**src/rtl/bp_pkg.sv**
```systemverilog
`default_nettype none
// ============================================================================
// Module   : bp_pkg
// Purpose  : Shared defaults, FSM state encoding and update-entry record for
//            the branch-predictor update controller.
// Revision : 1.0
// ============================================================================
package bp_pkg;

  localparam int c_pc_bits  = 12;
  localparam int c_qdepth   = 4;
  localparam int c_cnt_bits = 16;

  typedef enum logic [0:0] {
    NORMAL  = 1'b0,
    RECOVER = 1'b1
  } bp_state_t;

  // Entry layout used on the queue, MSB first: pc, target, taken.
  typedef struct packed {
    logic [c_pc_bits-1:0] pc;
    logic [c_pc_bits-1:0] target;
    logic                 taken;
  } bp_upd_t;

endpackage
`default_nettype wire

```
**src/rtl/bp_update_fifo.sv**
```systemverilog
`default_nettype none
// ============================================================================
// Module   : bp_update_fifo
// Purpose  : Power-of-two FIFO holding pending predictor updates.
// Revision : 1.0
// ============================================================================
module bp_update_fifo #(
  parameter int WIDTH = 25,
  parameter int DEPTH = 4
) (
  input  logic                     clk,
  input  logic                     rst,
  input  logic                     push,
  input  logic [WIDTH-1:0]         push_data,
  input  logic                     pop,
  output logic [WIDTH-1:0]         head_data,
  output logic                     full,
  output logic                     empty,
  output logic [$clog2(DEPTH):0]   count
);

  localparam int c_aw = $clog2(DEPTH);
  localparam logic [c_aw:0] c_full_cnt = (c_aw+1)'(DEPTH);

  logic [WIDTH-1:0] r_mem [DEPTH];
  logic [c_aw-1:0]  r_wr_ptr;
  logic [c_aw-1:0]  r_rd_ptr;
  logic [c_aw:0]    r_count;
  logic             w_push;
  logic             w_pop;

  assign full      = (r_count == c_full_cnt);
  assign empty     = (r_count == '0);
  assign count     = r_count;
  assign head_data = r_mem[r_rd_ptr];

  // Guarding here makes push-on-full and pop-on-empty no-ops.
  assign w_push = push & ~full;
  assign w_pop  = pop & ~empty;

  always_ff @(posedge clk or negedge rst) begin
    if (!rst) begin
      r_wr_ptr <= '0;
      r_rd_ptr <= '0;
      r_count  <= '0;
    end else begin
      if (w_push) r_wr_ptr <= r_wr_ptr + 1'b1;
      if (w_pop)  r_rd_ptr <= r_rd_ptr + 1'b1;
      case ({w_push, w_pop})
        2'b10:   r_count <= r_count + 1'b1;
        2'b01:   r_count <= r_count - 1'b1;
        default: r_count <= r_count;
      endcase
    end
  end

  always_ff @(posedge clk) begin
    if (w_push) r_mem[r_wr_ptr] <= push_data;
  end

endmodule
`default_nettype wire

```
**src/rtl/bp_update_ctrl.sv**
```systemverilog
`default_nettype none
// ============================================================================
// Module   : bp_update_ctrl
// Purpose  : Resolves EX branches, raises redirects on mispredict and queues
//            predictor updates behind a valid/ready write port.
// Revision : 1.0
// ============================================================================
module bp_update_ctrl
  import bp_pkg::*;
#(
  parameter int PC_BITS = c_pc_bits,
  parameter int QDEPTH  = c_qdepth
) (
  input  logic                  clk,
  input  logic                  rst,
  input  logic                  EX_brn,
  input  logic [PC_BITS-1:0]    EX_pc,
  input  logic [PC_BITS-1:0]    EX_alu_out,
  input  logic                  EX_true_taken,
  input  logic                  EX_pred_taken,
  input  logic [PC_BITS-1:0]    EX_pred_target,
  input  logic                  MEM_stall,
  output logic                  EX_stall,
  output logic                  flush,
  output logic [PC_BITS-1:0]    redirect_pc,
  output logic                  upd_valid,
  input  logic                  upd_ready,
  output logic [PC_BITS-1:0]    upd_pc,
  output logic [PC_BITS-1:0]    upd_target,
  output logic                  upd_taken,
  output logic [c_cnt_bits-1:0] mispred_cnt,
  output logic [c_cnt_bits-1:0] branch_cnt
);

  localparam int c_ew = 2*PC_BITS + 1;
  localparam int c_aw = $clog2(QDEPTH);
  localparam logic [c_aw:0] c_full_cnt = (c_aw+1)'(QDEPTH);

  bp_state_t             r_state;
  bp_state_t             w_state_next;
  logic [PC_BITS-1:0]    r_redirect;
  logic [c_cnt_bits-1:0] r_branch_cnt;
  logic [c_cnt_bits-1:0] r_mispred_cnt;
  logic                  w_accept;
  logic                  w_mispred;
  logic                  w_push;
  logic                  w_pop;
  logic                  w_full;
  logic                  w_empty;
  logic [c_aw:0]         w_count;
  logic [c_ew-1:0]       w_head;

  assign EX_stall  = (w_count == c_full_cnt);
  assign w_accept  = EX_brn & ~MEM_stall & ~EX_stall & (r_state == NORMAL);
  assign w_mispred = w_accept & ((EX_pred_taken != EX_true_taken) |
                                 (EX_true_taken & (EX_pred_target != EX_alu_out)));
  assign w_push    = w_accept & ~w_full;
  assign w_pop     = upd_valid & upd_ready;

  bp_update_fifo #(
    .WIDTH (c_ew),
    .DEPTH (QDEPTH)
  ) u_fifo (
    .clk       (clk),
    .rst       (rst),
    .push      (w_push),
    .push_data ({EX_pc, EX_alu_out, EX_true_taken}),
    .pop       (w_pop),
    .head_data (w_head),
    .full      (w_full),
    .empty     (w_empty),
    .count     (w_count)
  );

  assign upd_valid = ~w_empty;
  assign {upd_pc, upd_target, upd_taken} = w_head;

  always_ff @(posedge clk or negedge rst) begin
    if (!rst) r_state <= NORMAL;
    else      r_state <= w_state_next;
  end

  // RECOVER is the single flush cycle; wrong-path EX branches are dropped there.
  always_comb begin
    w_state_next = r_state;
    flush        = 1'b0;
    case (r_state)
      NORMAL:  if (w_mispred) w_state_next = RECOVER;
      RECOVER: begin
        flush        = 1'b1;
        w_state_next = NORMAL;
      end
      default: w_state_next = NORMAL;
    endcase
  end

  always_ff @(posedge clk or negedge rst) begin
    if (!rst) begin
      r_redirect    <= '0;
      r_branch_cnt  <= '0;
      r_mispred_cnt <= '0;
    end else begin
      if (w_mispred)
        r_redirect <= EX_true_taken ? EX_alu_out : EX_pc + 1'b1;
      if (w_accept && (r_branch_cnt != '1))
        r_branch_cnt <= r_branch_cnt + 1'b1;
      if (w_mispred && (r_mispred_cnt != '1))
        r_mispred_cnt <= r_mispred_cnt + 1'b1;
    end
  end

  assign redirect_pc = r_redirect;
  assign branch_cnt  = r_branch_cnt;
  assign mispred_cnt = r_mispred_cnt;

endmodule
`default_nettype wire

```
**config.mk**
```make
export PLATFORM = sky130hd
export DESIGN_NAME = bp_update_ctrl
export DESIGN_NICKNAME = d
export VERILOG_FILES = /design/src/rtl/bp_pkg.sv /design/src/rtl/bp_update_fifo.sv /design/src/rtl/bp_update_ctrl.sv
export SDC_FILE = /design/constraint.sdc
export NUM_CORES = 1
export LEC_CHECK = 0
export ABC_AREA = 1
export BUFFER_PORTS_ARGS = -buffer_cell sky130_fd_sc_hd__buf_2
export CAP_MARGIN = 30
export CORE_MARGIN = 2
export CORE_UTILIZATION = 55
export CTS_BUF_LIST = sky130_fd_sc_hd__clkbuf_2 sky130_fd_sc_hd__clkbuf_4 sky130_fd_sc_hd__clkbuf_8
export DETAILED_ROUTE_END_ITERATION = 8
export GPL_ROUTABILITY_DRIVEN = 0
export PLACE_DENSITY = 0.87
export SYNTH_ARGS = -nofsm -noshare
export SYNTH_HDL_FRONTEND = slang
export SYNTH_SLANG_ARGS = --single-unit
```
**constraint.sdc**
```tcl
create_clock -name clk -period 2.55 [get_ports clk]
set_input_delay 0.1275 -clock clk [delete_from_list [all_inputs] [get_ports clk]]
set_output_delay 0.1275 -clock clk [all_outputs]
set_load 0.05 [all_outputs]
```
# Yosys cells after proc, flatten, opt, wreduce, memory -nomap -nowiden
# Memory sizes are Yosys's and may differ from the RTL's.
# Cells that the tools add are included.
# op_classes
addsub	7
eq_ne	7
n_mux	7
bitwise	14
n_reduce_logical	4
# ops
operator	count
$add A16 B1 Y16 const B	2
$ne A16 B16 Y1 const B	2
$add A12 B1 Y12 const B	1
$mux W12	1
$ne A12 B12 Y1	1
$and A1 B1 Y1	9
$pmux W3 S2	1
$add A2 B1 Y2 const B	2
$mux W1	4
$not A1 Y1	4
$add A3 B1 Y3 const B	1
$eq A3 B3 Y1 const B	1
$logic_not A3 Y1	1
$sub A3 B1 Y3 const B	1
$eq A2 B1 Y1 const B	1
$eq A2 B2 Y1 const B	1
$logic_and A1 B1 Y1	2
$pmux W1 S2	1
$reduce_bool A2 Y1	1
$ne A1 B1 Y1	1
$or A1 B1 Y1	1
# totals
register_bits	52
ram_bits	100
inputBits	43
output_inout_bits	72
memories	1
# memory_table
name	depth	word_bits	rd	rd_clocked_by_memory_dff	write_ports	line_no	text
u_fifo.r_mem	4	25	1	0	1	bp_update_fifo.sv:25	logic [WIDTH-1:0] r_mem [DEPTH];

# Longest topological paths before layout
# logic_depth
ltp_word	8
mapped_depth	11

# Cells and area by module
# A second synthesis with hierarchy kept.
# hier_totals
cells_unflattened	819
hier_area_um2	7606.0
# modules_own_cells
module	n_inst	cells_per_inst	area_per_inst_um2
bp_update_fifo	1	353	4466.8
bp_update_ctrl	1	466	3139.3

# Worst setup path after synthesis
# Ideal clock, no wire load.
# synth_path
kind	reg2reg
start	reg r_state
end	mem u_fifo.r_mem[0][0] (enable)
setup_ns	0.407
arrival_time_ns	2.051
required_ns	2.143
path_slack_ns	0.092
stages_incl_launch_ff	4
path_buffers	0
period_less_slack_ns	2.458
cell_sequence	dfrtp_1 -> nor3b_2 -> nand2_4 -> nor2_1
# synth_via
elab_chain_len	6
# synth_rtl
item	line_no	text
start: declaration	bp_update_ctrl.sv:39	bp_state_t r_state;
start signal: assignment	bp_update_ctrl.sv:80	else r_state <= w_state_next;
$not A1 Y1	--	
$and A1 B1 Y1	bp_update_ctrl.sv:54	assign w_accept = EX_brn & ~MEM_stall & ~EX_stall & (r_state == NORMAL);
$and A1 B1 Y1	bp_update_ctrl.sv:57	assign w_push = w_accept & ~w_full;
$and A1 B1 Y1	bp_update_fifo.sv:38	assign w_push = push & ~full;
$mux W1	bp_update_fifo.sv:58	if (w_push) r_mem[r_wr_ptr] <= push_data;
$mux W1 (implied by the code)	bp_update_fifo.sv:58	
end: declaration	bp_update_fifo.sv:25	
# Every way passes these cells.

# Worst setup path after layout
# layout_path
start	reg u_fifo.r_rd_ptr[1]
end	out upd_target[11]
# layout_via
elab_chain_len	1
# layout_rtl
item	line_no	text
start: declaration	bp_update_fifo.sv:27	logic [c_aw-1:0] r_rd_ptr;
start signal: assignment	bp_update_fifo.sv:48	if (w_pop) r_rd_ptr <= r_rd_ptr + 1'b1;
$mem_v2 Z4 W25	--	
end: declaration	bp_update_ctrl.sv:29	output logic [PC_BITS-1:0] upd_target,
# Every way passes these cells.

==> run summary <==
Status = finished clean
Flop pwr share = 36.3%
Pleak = 3.73 nW
Post-route design area = 8490 µm²
Synth Cell Area = 7110 µm²
RSZ-0062 raised after global routing = false
Post-CTS sizing = 0
Reg2reg setup slack = 0.54 ns
Required @ worst endpoint = 2.42 ns
Setup_tns = 0 ns
Fin. Hold Viols = 0
Commonest non-fill, non-tap cell in the layout = nand2_1
Fraction of the mapped netlist area in adder cells = 1.69%
Mean Syn Cell Area = 9.71 µm²
Final setup fails = 0
Fraction of layout instances using a drive strength above 1 = 20.1%
DIE AREA = 13900 µm²
Area fraction of the dominant cell type after synthesis = 42.2%
Clock transition at path regs = 0.08 ns
Post-synthesis net count = 784
Worst-skew pair later-pin latency = 0.44 ns
Std-Cell Rows = 41
Seq/Total Area, Yosys = 60.5%
# H-tree levels = 4
Final Worst Setup Slack = 0.334 ns
Distinct cells, synth = 36
GR Util All Layers = 25.4%
Setup bufs post-CTS = 0
Die outline height = 118 µm
Power share of the clock group = 18.3%
Root buffer cell = clkbuf_8
Max Transition Viols Final = 0
Kind of critical path = flip-flop to output pin
Core area = 12600 µm²
Mux contribution to synthesized area = 0.282%
Max clock buf depth = 2
XOR/XNOR Fraction of Synth Area = 3.20%
Dpl hpwl = 11300 µm
Worst setup EP type = output pin
Max-cap violations = 0
Worst-path maximum fanout = 15
Routed vias/inst = 5.37
Initial Utilization = 56.3%
Worst hold path class = input port to flip-flop
DRC = 0
Drt pass-1 iters = 5
DRT Wirelength = 17100 µm
TritonCTS clock tree = yes
CP delay by family, top = buffers and inverters
Int Power = 0.00472 W
# fillers = 993
Sw frac = 47.2%
Worst setup slack after placement = 0.556 ns
Fmax = 451 MHz
WP buf/inv = 3
P_sw = 0.00421 W
Compound-Gate Fraction of Synth Area = 7.94%
Area taken by flip-flops and latches = 4300 µm²
I/O pins = 115
CP cell instances = inv_1 > buf_4 > o21ai_0 > o22ai_1 > buf_2
Vias in the first global route = 5708
Least-Margin Pin Slew = 0.478 ns
Initial antenna violation count = 3
Hold slack = 0.0375 ns
Period utilization = 86.9%
Area of the multi-input gates = 2470 µm²
Worst VDD drop = 0.704 mV
Leading area contributor after synthesis = edfxtp_1
CP arrival = 2.09 ns
PortBufs = 114
Antenna Nets Post-Route = 0
Comb pwr share = 45.4%
Yosys Warn Count = 0
Slowest cell on crit path = dfrtp_1
Min Tclk post-route = 2.22 ns
PD cells = 1050 nW/µm²
Vias post-DR = 5720
Most frequent cells in the layout = nand2_1, buf_2, edfxtp_1, nor2_1, o21ai_0
1st-iter DRT viols = 438
Area growth, synth to finish = 19.5%
Largest family of logic cells by synthesized area = simple AND/OR/NAND/NOR gates
Simple-gate share of the synthesized area = 21.4%
Largest net degree at the start of global routing = 38
Synthesized flop and latch total = 152
Number of nets in the layout = 931
Total grt overflow = 0
Slowest stage delay, CP = 0.38 ns
DP Area = 7890 µm²
Slew HR = 68.1%
Die width = 118 µm
Top cells by area, synth = edfxtp_1, dfrtp_1, nand2_1, nor2_1, o21ai_0
Clk sink count = 152
Wire length per cell = 16.1 µm
Num CTS Buffers = 17
Final Skew = 0.0171 ns
First-pass GRT wire length = 27500 µm
Crit start category = flip-flop
Synth Instances = 732
==> metal layers <==
layer / GRT usage (%) / vias up / share of wire (%)
met2: 41.9 / 245 / 49
met5: 0 / - / 0.076
li1: - / 2759 / -
met4: 12.9 / 2 / 3.0
met1: 31.2 / 2677 / 39
met3: 6.30 / 37 / 8.6
==> power groups by stage <==
stage          Clock (W)  Sequential, W  Combinational, W
2_1_floorplan          0        0.00384           0.00241
3_3_place_gp           0        0.00327           0.00392
3_5_place_dp           0        0.00329           0.00400
4_1_cts          0.00166        0.00324           0.00404
5_1_grt          0.00176        0.00328           0.00434
6_report         0.00164        0.00324           0.00405
==> cell usage after synthesis <==
cell	instances
nand2_1	183
edfxtp_1	100
nor2_1	95
o21ai_0	65
inv_1	59
dfrtp_1	52
nand3_1	25
o22ai_1	25
nand4_1	24
xor2_1	21
clkbuf_1	15
ha_1	8
nor3_1	7
o21ai_1	7
buf_2	5
xnor2_1	5
inv_2	4
o21bai_1	4
nand2_2	3
a21oi_1	2
buf_6	2
mux2i_1	2
nand2_4	2
nand3_4	2
nand3b_1	2
nor2_4	2
or2_2	2
and2_1	1
buf_1	1
clkinv_2	1
fa_1	1
nand3_2	1
nor2_2	1
nor3_2	1
nor3b_2	1
o21a_1	1
==> sequential cells by signal, indices dropped and copies added, names as in the netlist <==
signal,count
u_fifo.r_mem,100
u_fifo.r_rd_ptr,2
branch_cnt,16
r_state,1
u_fifo.count,3
u_fifo.r_wr_ptr,2
redirect_pc,12
mispred_cnt,16
==> area by class of cell <==
cell class,instances,share of cell area (%)
diodes,3,0.0884
clock buffers,18,2.84
clock inverters,13,1.25
inverters,64,2.84
multi-input cells,493,29.0
flip-flops and latches,152,50.7
well taps,172,2.53
repair buffers,151,10.7
==> worst register-to-register path, stage by stage, from the launching register on <==
cell and delay [ns]:
dfrtp_1 0.40, nor3_2 0.25, inv_2 0.07, nand2_4 0.15
ha_1 0.18, inv_1 0.07, fa_1 0.37, a21oi_1 0.15
o21ai_0 0.11, xor2_1 0.16
==> per-stage QoR <==
step | instances | util (%) | total power [W]
6_report | 1066 | 67.3 | 0.00893
4_1_cts | 1063 | 67.3 | 0.00894
5_1_grt | 1064 | 67.3 | 0.00938
3_3_place_gp | 1007 | 62.5 | 0.00719
2_1_floorplan | 732 | - | 0.00625
3_5_place_dp | 1007 | 62.5 | 0.00729
==> logic make-up (layout without fill, tap and decap cells) <==
| kind of cell | after synthesis | in the layout |
|---|---|---|
| muxes | 2 | 2 |
| and+or+nand+nor | 352 | 352 |
| DFF | 152 | 152 |
| buffers and inverters | 87 | 246 |
| other | 0 | 3 |
| AOI/OAI and AO/OA | 104 | 104 |
| xor gates and xnor gates | 26 | 26 |
| adders and majority gates | 9 | 9 |
==> worst paths after layout <==
path | to | startpoint | depth (start not counted)
min in group asynchronous | branch_cnt[3]$_DFFE_PN0P_ | rst | 2
max in group asynchronous | redirect_pc[2]$_DFFE_PN0P_ | rst | 3
hold / removal | u_fifo.r_rd_ptr[0]$_DFFE_PN0P_ | upd_ready | 3
hold reg to reg | redirect_pc[7]$_DFFE_PN0P_ | redirect_pc[7]$_DFFE_PN0P_ | 2
setup reg to reg | u_fifo.count[2]$_DFFE_PN0P_ | u_fifo.count[1]$_DFFE_PN0P_ | 9
setup / recovery | upd_target[11] | u_fifo.r_rd_ptr[1]$_DFFE_PN0P_ | 5
==> timing repair <==
action                                  CTS  global route
endpoints found under the setup margin    0             0
hold buffers                             25             0
endpoints found under the hold margin   111             0
No activity file was read; power rests on OpenSTA's default activity.
